File: config.mk
export PLATFORM = sky130hd
export DESIGN_NAME = load_store_unit
export DESIGN_NICKNAME = d
export VERILOG_FILES = /design/src/rtl/rv32i_types.sv /design/src/rtl/lsu_align.sv /design/src/rtl/load_store_unit.sv
export SDC_FILE = /design/constraint.sdc
export NUM_CORES = 1
export LEC_CHECK = 0
export CORE_MARGIN = 2
export CORE_UTILIZATION = 45
export DETAILED_ROUTE_END_ITERATION = 7
export PLACE_DENSITY = 0.84
export RECOVER_POWER = 100
export SLEW_MARGIN = 15
export SYNTH_ARGS = -nofsm -noshare
export SYNTH_HDL_FRONTEND = slang
export SYNTH_SLANG_ARGS = --single-unit
File: constraint.sdc
create_clock -name clk -period 4.6 [get_ports clk]
set_input_delay 0.92 -clock clk [delete_from_list [all_inputs] [get_ports clk]]
set_output_delay 0.92 -clock clk [all_outputs]
set_load 0.05 [all_outputs]
File: src/rtl/rv32i_types.sv
// Shared RV32I types for the memory stage: word/mask types, load/store funct3
// encodings, the load/store unit state enum and byte-enable constants.
package rv32i_types;

    typedef logic [31:0] rv32i_word;
    typedef logic [3:0]  rv32i_mem_wmask;

    typedef enum logic [2:0] {
        LB  = 3'b000,
        LH  = 3'b001,
        LW  = 3'b010,
        LBU = 3'b100,
        LHU = 3'b101
    } load_funct3_t;

    typedef enum logic [2:0] {
        SB = 3'b000,
        SH = 3'b001,
        SW = 3'b010
    } store_funct3_t;

    typedef enum logic [1:0] {
        IDLE = 2'd0,
        BUSY = 2'd1,
        DONE = 2'd2
    } lsu_state_t;

    localparam rv32i_mem_wmask WMASK_B = 4'b0001;
    localparam rv32i_mem_wmask WMASK_H = 4'b0011;
    localparam rv32i_mem_wmask WMASK_W = 4'b1111;

    function automatic rv32i_word word_align(input rv32i_word addr);
        return {addr[31:2], 2'b00};
    endfunction

endpackage

File: src/rtl/lsu_align.sv
// Byte-lane steering for the load/store unit: store mask/data placement, load
// extraction/extension and the misalign flag (only with LSU_MISALIGN_TRAP_EN).
module lsu_align
    import rv32i_types::*;
(
    input  logic [2:0]     funct3,
    input  logic [1:0]     addr_lo,
    input  logic           is_store,
    input  rv32i_word      wdata,
    input  rv32i_word      rdata,
    output rv32i_mem_wmask wmask,
    output rv32i_word      wdata_lane,
    output rv32i_word      load_data,
    output logic           misaligned
);

    rv32i_word byte_shifted;
    rv32i_word half_shifted;

    always_comb begin
        wmask      = '0;
        wdata_lane = '0;
        if (is_store) begin
            case (funct3)
                SB: begin
                    wmask      = WMASK_B << addr_lo;
                    wdata_lane = {24'b0, wdata[7:0]} << {addr_lo, 3'b000};
                end
                SH: begin
                    wmask      = WMASK_H << {addr_lo[1], 1'b0};
                    wdata_lane = {16'b0, wdata[15:0]} << {addr_lo[1], 4'b0000};
                end
                SW: begin
                    wmask      = WMASK_W;
                    wdata_lane = wdata;
                end
                default: begin
                    wmask      = '0;
                    wdata_lane = '0;
                end
            endcase
        end
    end

    always_comb begin
        byte_shifted = rdata >> {addr_lo, 3'b000};
        half_shifted = rdata >> {addr_lo[1], 4'b0000};
        case (funct3)
            LB:      load_data = {{24{byte_shifted[7]}}, byte_shifted[7:0]};
            LBU:     load_data = {24'b0, byte_shifted[7:0]};
            LH:      load_data = {{16{half_shifted[15]}}, half_shifted[15:0]};
            LHU:     load_data = {16'b0, half_shifted[15:0]};
            default: load_data = rdata;
        endcase
    end

`ifdef LSU_MISALIGN_TRAP_EN
    always_comb begin
        misaligned = 1'b0;
        if (is_store) begin
            case (funct3)
                SH:      misaligned = addr_lo[0];
                SW:      misaligned = |addr_lo;
                default: misaligned = 1'b0;
            endcase
        end else begin
            case (funct3)
                LH, LHU: misaligned = addr_lo[0];
                LW:      misaligned = |addr_lo;
                default: misaligned = 1'b0;
            endcase
        end
    end
`else
    assign misaligned = 1'b0;
`endif

endmodule

File: src/rtl/load_store_unit.sv
// RV32I memory-stage load/store unit: holds the pipeline for one data-memory
// handshake. LSU_MISALIGN_TRAP_EN turns misaligned accesses into a flag instead.
module load_store_unit
    import rv32i_types::*;
(
    input  logic           clk,
    input  logic           rst,
    input  logic           req_valid,
    input  logic           req_read,
    input  logic           req_write,
    input  logic [2:0]     req_funct3,
    input  rv32i_word      req_addr,
    input  rv32i_word      req_wdata,
    output logic           stall,
    output logic           done,
    output rv32i_word      load_data,
    output logic           misaligned,
    output logic           dmem_read,
    output logic           dmem_write,
    output rv32i_word      dmem_addr,
    output rv32i_mem_wmask dmem_wmask,
    output rv32i_word      dmem_wdata,
    input  rv32i_word      dmem_rdata,
    input  logic           dmem_resp
);

    lsu_state_t     state_q, state_d;
    logic           is_store_q, is_store_d;
    logic [2:0]     funct3_q, funct3_d;
    rv32i_word      addr_q, addr_d;
    rv32i_word      wdata_q, wdata_d;
    rv32i_word      rdata_q, rdata_d;
    rv32i_mem_wmask wmask_q, wmask_d;

    logic           req_mem;
    logic [2:0]     al_funct3;
    logic [1:0]     al_addr_lo;
    logic           al_store;
    rv32i_mem_wmask al_wmask;
    rv32i_word      al_wdata;
    rv32i_word      al_load;
    logic           al_mis;

    // One aligner serves both paths: live request fields while IDLE, the
    // registered request afterwards so DONE extracts from the captured word.
    assign al_funct3  = (state_q == IDLE) ? req_funct3    : funct3_q;
    assign al_addr_lo = (state_q == IDLE) ? req_addr[1:0] : addr_q[1:0];
    assign al_store   = (state_q == IDLE) ? req_write     : is_store_q;

    lsu_align u_align (
        .funct3     (al_funct3),
        .addr_lo    (al_addr_lo),
        .is_store   (al_store),
        .wdata      (req_wdata),
        .rdata      (rdata_q),
        .wmask      (al_wmask),
        .wdata_lane (al_wdata),
        .load_data  (al_load),
        .misaligned (al_mis)
    );

    assign req_mem = req_valid && (req_read || req_write);

    always_comb begin
        state_d    = state_q;
        is_store_d = is_store_q;
        funct3_d   = funct3_q;
        addr_d     = addr_q;
        wdata_d    = wdata_q;
        rdata_d    = rdata_q;
        wmask_d    = wmask_q;
        stall      = 1'b0;
        done       = 1'b0;
        load_data  = '0;
        misaligned = 1'b0;
        dmem_read  = 1'b0;
        dmem_write = 1'b0;
        dmem_addr  = '0;
        dmem_wmask = '0;
        dmem_wdata = '0;

        case (state_q)
            IDLE: begin
                misaligned = req_mem && al_mis;
                if (req_mem && !al_mis) begin
                    stall      = 1'b1;
                    state_d    = BUSY;
                    is_store_d = req_write;
                    funct3_d   = req_funct3;
                    addr_d     = req_addr;
                    wmask_d    = al_wmask;
                    wdata_d    = al_wdata;
                end
            end
            BUSY: begin
                stall      = 1'b1;
                dmem_read  = !is_store_q;
                dmem_write = is_store_q;
                dmem_addr  = word_align(addr_q);
                dmem_wmask = wmask_q;
                dmem_wdata = wdata_q;
                if (dmem_resp) begin
                    rdata_d = dmem_rdata;
                    state_d = DONE;
                end
            end
            DONE: begin
                done      = 1'b1;
                load_data = is_store_q ? '0 : al_load;
                state_d   = IDLE;
            end
            default: state_d = IDLE;
        endcase
    end

    always_ff @(posedge clk or posedge rst) begin
        if (rst) begin
            state_q    <= IDLE;
            is_store_q <= 1'b0;
            funct3_q   <= '0;
            addr_q     <= '0;
            wdata_q    <= '0;
            rdata_q    <= '0;
            wmask_q    <= '0;
        end else begin
            state_q    <= state_d;
            is_store_q <= is_store_d;
            funct3_q   <= funct3_d;
            addr_q     <= addr_d;
            wdata_q    <= wdata_d;
            rdata_q    <= rdata_d;
            wmask_q    <= wmask_d;
        end
    end

endmodule

==> results of run 1 <==
-- routing by layer --
metal	part of all wire [%]	track usage [%]
met5	0	0
met4	2.2	8.46
met1	40	33.4
met2	49	42.7
met3	8.8	7.31
-- final cells by class --
| type | instances | area share, % |
|---|---|---|
| timing repair buffer | 216 | 25.7 |
| multi-input combinational | 427 | 33.7 |
| clock inverter | 4 | 0.660 |
| clock buffer | 11 | 3.13 |
| inverter | 5 | 0.290 |
| sequential | 106 | 34.1 |
| tap | 147 | 2.37 |
-- through the flow --
stage | setup slack [ns] | utilization [%]
after floorplan | 0.650 | -
after global routing | 0.128 | 64.9
final | 0.267 | 64.9
after detailed placement | 0.543 | 63.9
after CTS | 0.538 | 66.4
after global placement | 0.665 | 63.9
-- sequential cells by signal, summed over array words and instances, names as in the netlist --
register    count
state_q         2
addr_q         32
wmask_q         4
rdata_q        32
wdata_q        32
is_store_q      1
funct3_q        3
-- final timing paths --
kind / startpoint / cells after the start / slack (ns) / to
worst max-delay path: req_addr[1] / 7 / 0.27 / load_data[27]
worst min-delay path: addr_q[31] / 2 / 0.47 / addr_q[31]
worst max register to register: state_q[1] / 5 / 1.09 / wdata_q[14]
worst min register to register: addr_q[31] / 2 / 0.47 / addr_q[31]
max in group asynchronous: rst / 3 / 1.43 / rdata_q[8]
min in group asynchronous: rst / 2 / 1.62 / addr_q[9]
-- Yosys cell counts (2+ instances only) --
master	instances
dfrtp_1	106
nor4_2	2
clkbuf_1	29
nor3_1	2
mux2i_1	10
a22oi_1	16
buf_1	3
a21o_1	10
or2_2	8
and2_1	68
o21ai_1	7
a22o_1	17
o21ai_0	37
nand2_1	126
a21oi_1	31
nor4_1	2
mux2_4	3
buf_2	3
o22ai_1	7
a32oi_1	8
inv_1	5
mux2_2	35
nor2b_1	4
nor2_1	11
buf_6	3
a221oi_1	7
buf_4	4
-- worst min-delay path, cell delays in order (launching register included) --
cell and delay [ns]:
dfrtp_1 0.34, nand2_1 0.05, nand2_1 0.06
-- cell families after synthesis --
group,count (synthesis),share of synthesized area (%)
buf+inv,47,3.96
flops,106,48.3
other cells,1,0.0682
compound gates,146,17.5
simple gates,230,20.4
mux,48,9.81
-- power by group --
group | internal (W) | leakage, nW | switching, W
clock | 0.000435 | 0.142 | 0.000333
combinational | 0.000910 | 2.23 | 0.00167
sequential | 0.00132 | 1.34 | 0.000294
==> run metrics, run 1 <==
Via density 5.62; pin slew with the least headroom to its limit roughly 1.9 ns; area leader, netlist dfrtp_1; RePlAce Congestion around 0.94; initial antenna violation count 0; Post-Syn Instances a little under 600; Hold WS approximately 0.47 ns; Bufs and invs on worst path 3; PwrDens between 600 and 700 mW/mm²; Yosys reg bits approximately 110; # diodes 0; Non-Filler Instances between 900 and 1000; largest net degree at the start of global routing 91; input/output buffers roughly 210; Post-synth EDFFs 0; Final Max Tran Viols approximately 150; Num CTS Buffers 9; synthesized cell area 0.00550 mm²; required time worst endpoint between 3 and 4 ns; Top delay family on crit path buffers and inverters; hold-fix buffers at CTS 0; Worst Setup Path Type input port to primary output; share of flip-flops with an asynchronous set or reset 100%; setup TNS 0 ns; leading cell type in the layout, fill and taps excluded nand2_1; vias in the first global route 5128; register area share after synthesis about 48%; post_cts resized 0; Final ANT Viol Nets 0; highest-count cells in the layout ignoring fill and taps nand2_1, dfrtp_1, clkdlybuf4s50_1; area of the multi-input gates 0.00262 mm²; DIE HEIGHT around 110 µm; DRT Wirelength 16.9 mm; CTS tree done; post-synth top area share 48.3%; Setup Skew roughly 0.0046 ns; layout cells sized above 1 between 10% and 20%; Longest Clk Path Bufs 2; H-tree depth 3; Remaining DRCs 0; Final Cycle Share 94.2%; Overall Power 0.00496 W; CP dominant cell by count clkbuf_2; Area contributors post-synth dfrtp_1, nand2_1, and2_1; Final Instance Area between 0.007 and 0.008 mm²; clock sinks 106; placed cells 901; Max-Cap Viols 5; io pins 210; yosys warns 0; Die ar. 0.0131 mm²; Final Setup Violations 0; LEAKAGE about 3.7 nW; syn_area_per_cell ~9.5 µm²; First-pass DRT Iterations 5; Worst-path clk slew around 0.07 ns; post-route minimum period about 4.3 ns; post-CTS setup buffer count 0; nets@finish a little under 900; Site Rows 40; critical path launch point type input port; dpl cell area 0.00765 mm²; Via Count roughly 5200; global route overflow 0; count of cell types in the netlist 41; CP Capture Type primary output; DR WL/cell approximately 18 µm; VDD IR max about 0.30 mV; Max Fclk around 230 MHz; Final Hold Viols 0; slowest CP cell clkdlybuf4s50_1; Fillers approximately 1000; Synth Flop Type dfrtp_1; Hold Crit Class flop to flop; crit path max fanout 24; relative slew slack -26.1%; RSZ-0062 raised after global routing false; worst-skew pair later-pin latency around 0.34 ns; first-pass GRT wire length around 27 mm; Detail Placement HPWL between 10 and 15 mm; drt first-iter violations approximately 380; cells along the critical path clkdlybuf4s50_1 > mux2_2 > mux2_4 > a221oi_4 > clkbuf_2 > a21oi_1 > clkbuf_2; Die Wd between 100 and 150 µm; GRT Total Usage a little over a quarter; area delta synth->final 41.3%; failing checks capacitance limit, slew limit; arrival time worst endpoint ~3.4 ns; CORE AREA 0.0120 mm²; Initial Utilization 45.9%; CTS root buf clkbuf_16; status finished with violations; CP max stage delay around 0.52 ns; Register Area around 0.0027 mm²
Power figures use the tool's default switching activity.
==> inputs of run 2 (changes only) <==
--- a/config.mk
+++ b/config.mk
@@ -7,6 +7,7 @@
 export LEC_CHECK = 0
 export CORE_MARGIN = 2
 export CORE_UTILIZATION = 45
+export CTS_BUF_LIST = sky130_fd_sc_hd__clkbuf_16
 export DETAILED_ROUTE_END_ITERATION = 7
 export PLACE_DENSITY = 0.84
 export RECOVER_POWER = 100
==> run 2 against run 1 <==
Compared with the run above: the run still ends with capacitance limit, slew limit left; wire length hardly changed; register-to-register slack improved by 0.02 ns; final cell count stayed put; via count is 0.14% lower.
==> run metrics, run 2 (synthesis results as in run 1) <==
status finished with violations; failing checks capacitance limit, slew limit; PnR worst setup slack 0.263 ns; drt first-iter violations approximately 400; RSZ-0062 raised after global routing false; post_cts resized 0; H-tree depth 3; Final ANT Viol Nets 0; Die Wd about 110 µm; worst-skew pair later-pin latency around 0.34 ns; Via density 5.61; LEAKAGE 3.71 nW; Final Cycle Share roughly 94%; CTS root buf clkbuf_16; Max-Cap Viols 5; largest net degree at the start of global routing 91; Longest Clk Path Bufs 2; GRT Total Usage 26.0%; PwrDens between 600 and 700 mW/mm²; Final Max Tran Viols approximately 150; Top delay family on crit path buffers and inverters; post-route minimum period 4.34 ns; CP dominant cell by count clkbuf_2; slowest CP cell clkdlybuf4s50_1; Hold WS approximately 0.47 ns; post-CTS setup buffer count 0; VDD IR max 0.295 mV; Max Fclk ~230 MHz; first-pass GRT wire length roughly 27 mm; dpl cell area roughly 0.0076 mm²; CTS tree done; Worst Setup Path Type input port to primary output; input/output buffers ~200; Setup Skew ~0.0043 ns; arrival time worst endpoint 3.42 ns; RePlAce Congestion 0.939; layout cells sized above 1 between 10% and 20%; Final Instance Area about 0.0078 mm²; highest-count cells in the layout ignoring fill and taps nand2_1, dfrtp_1, clkdlybuf4s50_1; origin of the critical flop-to-flop path state_q[1]; DR WL/cell about 18 µm; pin slew with the least headroom to its limit around 1.9 ns; clock sinks 106; area delta synth->final 41.2%; DRT Wirelength approximately 17 mm; global route overflow 0; hold-fix buffers at CTS 0; CP max stage delay around 0.52 ns; reg-to-reg endpoint wdata_q[14]; Worst-path clk slew approximately 0.07 ns; Die ar. about 0.013 mm²; pre-CTS WS roughly 0.54 ns; area of the multi-input gates between 0.002 and 0.003 mm²; Site Rows 40; Worst R2R Path Depth 5; Worst path depth 7; CP Capture Type primary output; leading cell type in the layout, fill and taps excluded nand2_1; vias in the first global route 5128; Final Setup Violations 0; Detail Placement HPWL between 10 and 15 mm; Hold Crit Class flop to flop; relative slew slack -26.3%; Bufs and invs on worst path 3; initial antenna violation count 0; cells along the critical path clkdlybuf4s50_1 > mux2_2 > mux2_4 > a221oi_4 > clkbuf_2 > a21oi_1 > clkbuf_2; CORE AREA roughly 0.012 mm²; crit path from req_addr[1]; Num CTS Buffers 9; DIE HEIGHT approximately 110 µm; reg-to-reg slack, setup ~1.1 ns; Final Hold Viols 0; Register Area 0.00265 mm²; Regs by FF count addr_q (32), rdata_q (32), wdata_q (32); nets@finish slightly below 900; setup TNS 0 ns; Fillers just under 1000; required time worst endpoint 3.68 ns; crit path max fanout 24; Setup crit end load_data[27]; First-pass DRT Iterations 5; Remaining DRCs 0; Via Count roughly 5100; io pins 210; # diodes 0; Initial Utilization a little under half; critical path launch point type input port
run 2: report_power, final:
group | leakage (nW) | internal, W | switching (W) | total, W
clock network | 0.141 | 0.000416 | 0.000331 | 0.000748
logic | 2.23 | 0.000910 | 0.00167 | 0.00258
registers | 1.34 | 0.00132 | 0.000294 | 0.00161
total | 3.71 | 0.00264 | 0.00229 | 0.00494
run 2: cell type report:
type	count	share of cell area [%]
multi-input cells	427	33.8
flip-flops and latches	106	34.2
repair buffers	216	25.7
clock inverters	6	0.758
clock buffers	9	2.90
well taps	147	2.37
inverters	5	0.290
run 2: worst min-delay path by stage:
stage / startpoint / to / slack (ns) / cells after the start
final: addr_q[31] / addr_q[31] / 0.47 / 2
after detailed placement: addr_q[31] / addr_q[31] / 0.46 / 2
after floorplan: addr_q[10] / addr_q[10] / 0.44 / 2
after global placement: addr_q[31] / addr_q[31] / 0.45 / 2
after CTS: addr_q[31] / addr_q[31] / 0.47 / 2
after global routing: addr_q[31] / addr_q[31] / 0.49 / 2
run 2: stage by stage:
| step | instances | util, % | total power (W) |
|---|---|---|---|
| floorplan | 580 | - | 0.00345 |
| global placement | 901 | 63.9 | 0.00423 |
| detailed placement | 901 | 63.9 | 0.00431 |
| CTS | 916 | 66.3 | 0.00506 |
| global route | 916 | 64.9 | 0.00522 |
| finish | 916 | 64.9 | 0.00494 |
run 2: worst min-delay path: cells and delay by family, from the launching register on:
kind	cells	cell delay (ns)
flip-flops	1	0.34
AND/OR/NAND/NOR	2	0.11
run 2: metal layers:
layer / wire [µm] / vias up / track usage [%] / part of all wire [%]
li1: - / 2364 / - / -
met1: 6790 / 2480 / 33.4 / 40
met2: 8240 / 271 / 42.7 / 49
met3: 1480 / 28 / 7.31 / 8.8
met4: 354 / 0 / 8.46 / 2.1
met5: 0 / - / 0 / 0
==> inputs of run 3 (changes only) <==
--- a/config.mk
+++ b/config.mk
@@ -6,10 +6,10 @@
 export NUM_CORES = 1
 export LEC_CHECK = 0
 export CORE_MARGIN = 2
-export CORE_UTILIZATION = 45
+export CORE_UTILIZATION = 30
 export CTS_BUF_LIST = sky130_fd_sc_hd__clkbuf_16
 export DETAILED_ROUTE_END_ITERATION = 7
-export PLACE_DENSITY = 0.84
+export PLACE_DENSITY = 0.6
 export RECOVER_POWER = 100
 export SLEW_MARGIN = 15
 export SYNTH_ARGS = -nofsm -noshare
==> run 3 against run 2 <==
Compared with the run above: the flow still finishes with violations (capacitance limit, slew limit); setup slack better by 0.055 ns; hold slack better by 0.00086 ns; sequential cell count stayed put.
==> run metrics, run 3 (synthesis results as in run 1) <==
hold-fix buffers at CTS 0; Util after Layout between 40 and 50%; First-pass DRT Iterations 6; Worst Setup Path Type flop to primary output; Worst R2R Path Depth 5; Final ANT Viol Nets 0; largest net degree at the start of global routing slightly below 90; first-pass GRT wire length about 28 mm; Final Setup Violations 0; met2 usage ~28%; crit path max fanout 24; CTS tree done; highest-count cells in the layout ignoring fill and taps nand2_1, dfrtp_1, clkdlybuf4s50_1; GR Layer Usage met3 approximately 4.8%; clock sinks about 110; worst-skew pair later-pin latency approximately 0.35 ns; dpl cell area about 0.0078 mm²; Final Cycle Share between 90% and 100%; input/output buffers 206; DIE HEIGHT between 100 and 150 µm; Initial Utilization between 30 and 40%; RePlAce Congestion around 0.9; post-CTS setup buffer count 0; Worst Hold Path Cells 2; GRT Total Usage approximately 18%; Max Fclk roughly 230 MHz; Worst path depth 7; H-tree depth 3; DRT Wirelength between 15 and 20 mm; reg-to-reg endpoint wdata_q[30]; Final Instance Area between 0.007 and 0.008 mm²; Final Hold Viols 0; Die ar. 0.0194 mm²; Num CTS Buffers 9; LEAKAGE 3.73 nW; Site Rows 49; post_cts resized 0; status finished with violations; setup TNS 0 ns; Hold Crit Class flop to flop; origin of the critical flop-to-flop path state_q[1]; global route overflow 0; critical path launch point type flop; min-delay src addr_q[9]; CP Capture Type primary output; required time worst endpoint around 3.7 ns; drt first-iter violations 221; slowest CP cell dfrtp_1; met1 Use GR 25.2%; arrival time worst endpoint 3.36 ns; Longest Clk Path Bufs 2; vias in the first global route just over 5000; layout cells sized above 1 a little over an eighth; Setup Skew roughly 0.011 ns; relative slew slack -37.0%; CORE AREA between 0.015 and 0.02 mm²; Top delay family on crit path multiplexers; RSZ-0062 raised after global routing false; Via density 5.09; CTS root buf clkbuf_16; failing checks capacitance limit, slew limit; Final Max Tran Viols ~200; nets@finish between 800 and 900; CP max stage delay around 0.53 ns; post-route minimum period 4.28 ns; cells along the critical path or2_1 > mux2_4 > mux2_4 > a221oi_4 > clkbuf_2 > a21oi_1 > clkbuf_2; Die Wd between 100 and 150 µm; Remaining DRCs 0; area delta synth->final 43.9%; PwrDens roughly 620 mW/mm²; VDD IR max 0.338 mV; DR WL/cell ~18 µm; Via Count between 5000 and 6000; Min-Delay Endpoint addr_q[9]; initial antenna violation count 1; leading cell type in the layout, fill and taps excluded nand2_1; Regs by FF count addr_q (32), rdata_q (32), wdata_q (32); Max-Cap Viols 4; Overall Power a little under 0.005 W; reg-to-reg slack, setup 1.12 ns; Bufs and invs on worst path 2; pin slew with the least headroom to its limit 2.06 ns; Worst-path clk slew approximately 0.070 ns; peak-usage layer in the global routing report met2; io pins 210; Detail Placement HPWL roughly 13 mm
run 3: worst register-to-register path, stage by stage, from the launching register on:
cell and delay, ns:
dfrtp_1 0.53, or2_1 0.48, or2_0 1.57, clkbuf_2 0.57, a22oi_1 0.15, o21ai_0 0.12
run 3: worst max-delay path by stage:
stage | startpoint | endpoint | slack, ns
after floorplan | state_q[1] | load_data[2] | 0.65
after global placement | req_funct3[0] | load_data[5] | 0.56
after detailed placement | req_funct3[0] | load_data[5] | 0.47
after CTS | req_funct3[0] | load_data[5] | 0.47
after global routing | req_funct3[0] | load_data[6] | 0.16
final | state_q[1] | load_data[8] | 0.32
run 3: cell type report:
type / count / area, µm²
Sequential cell: 106 / 2650
Fill cell: 1710 / 10100
Clock inverter: 6 / 35.0
Clock buffer: 9 / 225
Multi-Input combinational cell: 427 / 2650
Tap cell: 229 / 287
Timing Repair Buffer: 218 / 2040
Antenna cell: 1 / 2.50
Inverter: 5 / 22.5
run 3: power breakdown:
| part | switching (W) | total [W] | internal, W |
|---|---|---|---|
| clock network | 0.000339 | 0.000701 | 0.000362 |
| logic | 0.00168 | 0.00261 | 0.000924 |
| registers | 0.000275 | 0.00159 | 0.00132 |
| total | 0.00230 | 0.00490 | 0.00260 |
run 3: metal layers:
layer / routed length [µm] / part of all wire, %
met1: 8060 / 45
met2: 8030 / 45
met3: 1480 / 8.3
met4: 252 / 1.4
met5: 0 / 0
run 3: through the flow:
| step | worst slack, ns | cells | hold slack, ns |
|---|---|---|---|
| final | 0.318 | 1001 | 0.469 |
| after global routing | 0.160 | 1000 | 0.491 |
| after CTS | 0.470 | 1000 | 0.472 |
| after detailed placement | 0.475 | 985 | 0.455 |
| after global placement | 0.557 | 985 | 0.449 |
| after floorplan | 0.650 | 580 | 0.437 |
